--- config.mk ---
export PLATFORM = sky130hd
export DESIGN_NAME = fft_frame_sequencer
export DESIGN_NICKNAME = d
export VERILOG_FILES = /design/src/rtl/fft_frame_sequencer.sv
export SDC_FILE = /design/constraint.sdc
export NUM_CORES = 2
export LEC_CHECK = 0
export CAP_MARGIN = 20
export CORE_MARGIN = 4
export CORE_UTILIZATION = 45
export DETAILED_ROUTE_END_ITERATION = 16
export PLACE_DENSITY = 0.57
export RECOVER_POWER = 50
export SLEW_MARGIN = 30
export SYNTH_ARGS = -nofsm -noshare
export SYNTH_HDL_FRONTEND = slang
export SYNTH_SLANG_ARGS = --single-unit
--- constraint.sdc ---
create_clock -name clk -period 4.9 [get_ports clk]
set_input_delay 0.98 -clock clk [delete_from_list [all_inputs] [get_ports clk]]
set_output_delay 0.98 -clock clk [all_outputs]
set_load 0.01 [all_outputs]
--- src/rtl/fft_frame_sequencer.sv ---
// Frame sequencer for a 64-point in-place FFT: buffers one frame from a stalling
// upstream, replays it contiguously into the FFT, then forwards the output pairs.
module fft_frame_sequencer #(
  parameter int N       = 64,
  parameter int DW      = 16,
  parameter int TIMEOUT = 512
) (
  input  logic          clk,
  input  logic          rst,
  input  logic          s_valid,
  output logic          s_ready,
  input  logic [DW-1:0] s_re,
  input  logic [DW-1:0] s_im,
  output logic          fft_nrst,
  output logic          fft_start,
  output logic          fft_valid,
  output logic [DW-1:0] fft_re,
  output logic [DW-1:0] fft_im,
  input  logic          fft_out_start,
  input  logic [DW-1:0] fft_re0,
  input  logic [DW-1:0] fft_im0,
  input  logic [DW-1:0] fft_re1,
  input  logic [DW-1:0] fft_im1,
  output logic          m_valid,
  output logic [4:0]    m_idx,
  output logic          m_last,
  output logic [DW-1:0] m_re0,
  output logic [DW-1:0] m_im0,
  output logic [DW-1:0] m_re1,
  output logic [DW-1:0] m_im1,
  output logic          busy,
  output logic          err_timeout,
  output logic [15:0]   frame_cnt
);

  // state   | meaning
  // S_IDLE  | FFT held in reset, waiting for a full buffer
  // S_RST   | two-cycle FFT reset; first buffer read issued
  // S_STREAM| N contiguous samples into the FFT
  // S_WAIT  | waiting for output_start, bounded by TIMEOUT
  // S_DRAIN | capturing output pairs 1..31 (pair 0 is taken in S_WAIT)
  typedef enum logic [2:0] {S_IDLE, S_RST, S_STREAM, S_WAIT, S_DRAIN} state_t;

  localparam int AW = $clog2(N);
  localparam int CW = $clog2(TIMEOUT);

  state_t          state, state_next;
  logic [CW-1:0]   cnt, cnt_next;
  logic [AW-1:0]   fill_cnt, rd_addr;
  logic            buf_full;
  logic [DW-1:0]   mem_re [N];
  logic [DW-1:0]   mem_im [N];
  logic [DW-1:0]   rd_re, rd_im;
  logic            cap, timeout_hit, stream_last, take;
  logic [4:0]      cap_idx;

  assign take    = s_valid & s_ready;
  assign s_ready = ~buf_full & (state != S_STREAM);
  assign busy    = (state != S_IDLE);
  assign fft_re  = rd_re;
  assign fft_im  = rd_im;

  always_comb begin
    state_next  = state;
    cnt_next    = cnt + CW'(1);
    cap         = 1'b0;
    cap_idx     = cnt[4:0];
    timeout_hit = 1'b0;
    stream_last = 1'b0;
    rd_addr     = cnt[AW-1:0] + AW'(1);
    fft_nrst    = 1'b1;
    fft_start   = 1'b1;
    fft_valid   = 1'b0;
    case (state)
      S_IDLE: begin
        fft_nrst  = 1'b0;
        fft_start = 1'b0;
        cnt_next  = '0;
        if (buf_full) state_next = S_RST;
      end
      S_RST: begin
        fft_nrst  = 1'b0;
        fft_start = 1'b0;
        rd_addr   = '0;
        if (cnt == CW'(1)) begin
          state_next = S_STREAM;
          cnt_next   = '0;
        end
      end
      S_STREAM: begin
        fft_valid = 1'b1;
        if (cnt == CW'(N-1)) begin
          stream_last = 1'b1;
          state_next  = S_WAIT;
          cnt_next    = '0;
        end
      end
      S_WAIT: begin
        if (fft_out_start) begin
          cap        = 1'b1;
          cap_idx    = 5'd0;
          state_next = S_DRAIN;
          cnt_next   = CW'(1);
        end else if (cnt == CW'(TIMEOUT-1)) begin
          timeout_hit = 1'b1;
          state_next  = S_IDLE;
          cnt_next    = '0;
        end
      end
      S_DRAIN: begin
        cap = 1'b1;
        if (cnt == CW'(31)) begin
          state_next = buf_full ? S_RST : S_IDLE;
          cnt_next   = '0;
        end
      end
      default: state_next = S_IDLE;
    endcase
  end

  always_ff @(posedge clk) begin
    if (rst) begin
      state       <= S_IDLE;
      cnt         <= '0;
      fill_cnt    <= '0;
      buf_full    <= 1'b0;
      rd_re       <= '0;
      rd_im       <= '0;
      m_valid     <= 1'b0;
      m_idx       <= '0;
      m_last      <= 1'b0;
      m_re0       <= '0;
      m_im0       <= '0;
      m_re1       <= '0;
      m_im1       <= '0;
      err_timeout <= 1'b0;
      frame_cnt   <= '0;
    end else begin
      state <= state_next;
      cnt   <= cnt_next;
      rd_re <= mem_re[rd_addr];
      rd_im <= mem_im[rd_addr];
      // fill and stream-end clear never coincide: s_ready is low in S_STREAM
      if (take) begin
        if (fill_cnt == AW'(N-1)) begin
          fill_cnt <= '0;
          buf_full <= 1'b1;
        end else begin
          fill_cnt <= fill_cnt + AW'(1);
        end
      end else if (stream_last) begin
        buf_full <= 1'b0;
      end
      m_valid <= cap;
      m_last  <= cap && (cap_idx == 5'd31);
      if (cap) begin
        m_idx <= cap_idx;
        m_re0 <= fft_re0;
        m_im0 <= fft_im0;
        m_re1 <= fft_re1;
        m_im1 <= fft_im1;
      end
      if (timeout_hit) err_timeout <= 1'b1;
      if (m_last) frame_cnt <= frame_cnt + 16'd1;
    end
  end

  always_ff @(posedge clk) begin
    if (take) begin
      mem_re[fill_cnt] <= s_re;
      mem_im[fill_cnt] <= s_im;
    end
  end

endmodule

==> metrics.md <==
| Metric | Value |
|---|---|
| Final Max Slew Viols | 2040 |
| Final std cells w/o fill | 8689 |
| Ys flop type | edfxtp_1 |
| Grt met2 use | 0.426 |
| Yosys cell types | 73 |
| Hold Buf Count CTS | 0 |
| Routed WL | 267 mm |
| M1 GR Usage | 0.358 |
| First-pass GRT wire length | 378 mm |
| Failing checks | capacitance limit, slew limit |
| Clk pwr share | 0.446 |
| GRT overflow | 0 |
| H-tree depth | 4 |
| Routed Antenna Nets | 0 |
| Launching point of the worst reg2reg path | cnt[1] |
| Placed cells | a little over 8k |
| Max Cap Viol | 53 |
| Dpl cell area | 92700 um^2 |
| Port bufs | 224 |
| Area occupied by registers | around 64000 um^2 |
| Worst path depth | 10 |
| Cts repair resizes | 0 |
| Hold Slack | 0.446 ns |
| Yosys warns | 0 |
| Worst path slowest cell | nor2_4 |
| Clk buf depth | 3 |
| FF+latch count, synth | around 2.2k |
| CTS tree | done |
| Worst Skew | 0.0256 ns |
| FF-to-FF End | fft_im[12] |
| FFs w/ async S/R, synth | 0 |
| Top cells by area, synth | edfxtp_1, mux2i_1, dfxtp_1 |
| Kind of critical path | reg -> reg |
| Fmax | between 200 and 250 MHz |
| Final period utilization | 0.904 |
| GRT Util Overall | 0.263 |
| Worst setup SP type | flip-flop |
| CTS root buffer | clkbuf_16 |
| Final setup vio count | 0 |
| Synthesized area | 86300 um^2 |
| RSZ-0062 raised after global routing | false |
| Detailed-route DRC error count | 0 |
| Post-synth top area share | 0.713 |
| Postcts setup bufs | 0 |
| Largest net degree at the start of global routing | 149 |
| Sw frac | 0.204 |
| Final nets | 6081 |
| Routability cong. | 0.906 |
| Clock transition at path regs | 0.06 ns |
| Die area | 199000 um^2 |
| Worst hold path type | reg -> reg |
| Vias | 52.5k |
| Crit end category | flip-flop |
| Worst-case reg-to-reg path depth | 10 |
| Hold EP | m_im0[4] |
| Clk_lat worst skew | 0.86 ns |
| Worst vdd ir | 0.313 mV |
| Cell Chain, Critical Path | ha_1, xnor2_2, nor2_4, buf_12, o21ai_0, a21oi_1, a211oi_1, buf_4, nor4_1, o221ai_1 |
| CTS Buf Count | 222 |
| Int Power | 30.5 mW |
| DR pass1 iterations | 6 |
| Pwr dens | 384 nW/um^2 |
| Core ar. | 190000 um^2 |
| DPL Wire Length | ~160 mm |
| Area of the multi-input gates | 20900 um^2 |
| Clk sink count | 2187 |
| Worst-Margin Slew | 3.85 ns |
| Number of flops mapped to enable cells by yosys | 2048 |
| Final Hold Viols | 0 |
| Post-Syn Nets | 5778 |
| Synth area leader | edfxtp_1 |
| Slowest Stage Delay on Critical Path | between 0.8 and 0.9 ns |
| FF-to-FF setup slack | between 0.4 and 0.5 ns |
| Final Cell Area | 99900 um^2 |
| Gate Count Post-Synth | 5673 |
| Largest delay share family, worst path | simple AND/OR/NAND/NOR gates |
| Share of layout cells above drive strength 1 | 0.129 |
| Initial antenna violation count | 13 |
| Crit Path Max Fanout | 75 |
| Mean number of vias per cell | 6.04 |
| Syn_area_per_cell | between 15 and 20 um^2 |
| Part of the power in registers | 0.537 |
| # IOs | between 200 and 250 |
| Die outline width | 446 um |
| GR Layer Usage met3 | 0.0435 |
| Comb pwr share | 0.018 |
| Fin util | 0.525 |
| Sum Neg Setup Slack | 0 ns |
| Detailed router's first-iteration violation count | 6175 |
| Bufs and invs on worst path | 2 |
| Worst path required time | approximately 5.6 ns |
| Initial cell density of the core | 0.453 |
| Slew margin rel. | -1.57 |
| Area Overhead vs Synth | 15.7% |
| Row Count | 160 |
| WL/cell | 30.7 um |
| Data arrival, critical path | 5.11 ns |
| Worst hold stages | 2 |
| Lkg Pwr | 31.4 nW |
| GR peak layer | met2 |
| Final min period | 4.43 ns |
| Die height | 446 um |
| # fillers | 15.7k |
| Status | finished with violations |
| Vias in the first global route | between 50k and 60k |
| P_sw | 7.82 mW |
| Share of the yosys chip area belonging to registers | 0.745 |
| Hold Startpoint | m_im0[4] |
==> power groups by stage <==
stage          Combinational, mW  Sequential, mW  Clock (mW)
3_3_place_gp               0.691            20.9           0
2_1_floorplan              0.101            20.9           0
3_5_place_dp               0.707            20.9           0
5_1_grt                    0.716            20.6        18.1
6_report                   0.686            20.6        17.1
4_1_cts                    0.707            20.5        17.3
==> final cells by class <==
| type | count | area share |
|---|---|---|
| sequential | 2187 | 0.644 |
| multi-input combinational | 3083 | 0.209 |
| clock buffer | 288 | 0.0610 |
| timing repair buffer | 476 | 0.0417 |
| tap | 2511 | 0.0315 |
| clock inverter | 135 | 0.0124 |
| inverter | 6 | 0.000276 |
| antenna | 3 | 0.0000752 |
==> Yosys cell counts (47+ instances only) <==
master and count:
clkbuf_1 201, a21oi_1 271, mux4_2 50, o22ai_1 131, and3_1 58, o21ai_0 356
mux2i_1 368, o221ai_1 73, nand2_1 714, a211oi_1 71, mux2_2 88, o211ai_1 76
a22o_1 64, buf_2 129, nand2b_1 84, a32oi_1 65, edfxtp_1 2048, dfxtp_1 139
nor2b_1 71, nand3_1 47, nor2_1 167
==> how the worst max path moves through the flow <==
stage	from	to	slack [ns]
final	cnt[1]	fft_im[12]	0.47
after global routing	rst	m_re1[13]	0.25
after CTS	cnt[1]	fft_re[2]	0.46
after detailed placement	cnt[1]	fft_re[2]	0.47
after global placement	cnt[1]	fft_im[15]	-0.04
after floorplan	state[1]	mem_im[46][0]	1.13
==> worst min-delay path, stage by stage, from the launching register on <==
cell and delay [ns]:
dfxtp_1 0.30, nand2_1 0.05, a21oi_1 0.05
==> registers in the layout, summed over array words and instances (netlist names) <==
name         flops
mem_im        1024
mem_re        1024
fft_im          16
fft_re          16
frame_cnt       16
m_im0           16
m_im1           16
m_re0           16
m_re1           16
cnt              9
fill_cnt         6
m_idx            5
state            3
buf_full         1
err_timeout      1
m_last           1
m_valid          1
==> layer usage <==
| layer | wire length (um) | share of wire |
|---|---|---|
| met5 | 13 | 0.000049 |
| met4 | 11800 | 0.044 |
| met3 | 20200 | 0.076 |
| met2 | 127000 | 0.48 |
| met1 | 107000 | 0.40 |
==> stage by stage <==
step	setup WS, ns	power [mW]
final	0.469	38.3
after global routing	0.245	39.3
after floorplan	1.13	21.0
after global placement	-0.0437	21.6
after detailed placement	0.466	21.6
after CTS	0.456	38.6
==> cell families after synthesis <==
logic type	Yosys count	share of synthesized area
compound gates	1303	0.0985
fa+ha+maj	5	0.000725
buf+inv	403	0.0215
xor+xnor	25	0.00254
flops	2187	0.745
simple gates	1244	0.0645
mux	506	0.0672
==> cells in the final DEF, fill, tap and decap left out, drive strengths merged, types with 14 or more instances in the layout <==
master / Yosys / layout
xor2: 16 / 16
dfxtp: 139 / 139
o22ai: 131 / 131
mux2: 88 / 88
a221o: 22 / 22
nand3: 49 / 49
a2111oi: 30 / 30
inv: 5 / 14
dlygate4sd3: 0 / 46
edfxtp: 2048 / 2048
o211ai: 76 / 76
nand2: 716 / 716
nor3: 15 / 15
mux4: 50 / 50
mux2i: 368 / 368
clkdlybuf4s50: 0 / 145
nor2: 167 / 167
nor4: 25 / 25
or3: 19 / 19
a221oi: 37 / 37
clkbuf: 201 / 354
a22oi: 33 / 33
buf: 196 / 219
o21ai: 359 / 359
o221ai: 73 / 73
nand4: 16 / 16
clkinv: 1 / 104
nor2b: 71 / 71
and3: 58 / 58
a211oi: 71 / 71
nand2b: 84 / 84
a32oi: 65 / 65
bufinv: 0 / 21
a21oi: 271 / 271
a22o: 64 / 64
No activity file was read; power rests on OpenSTA's default activity.
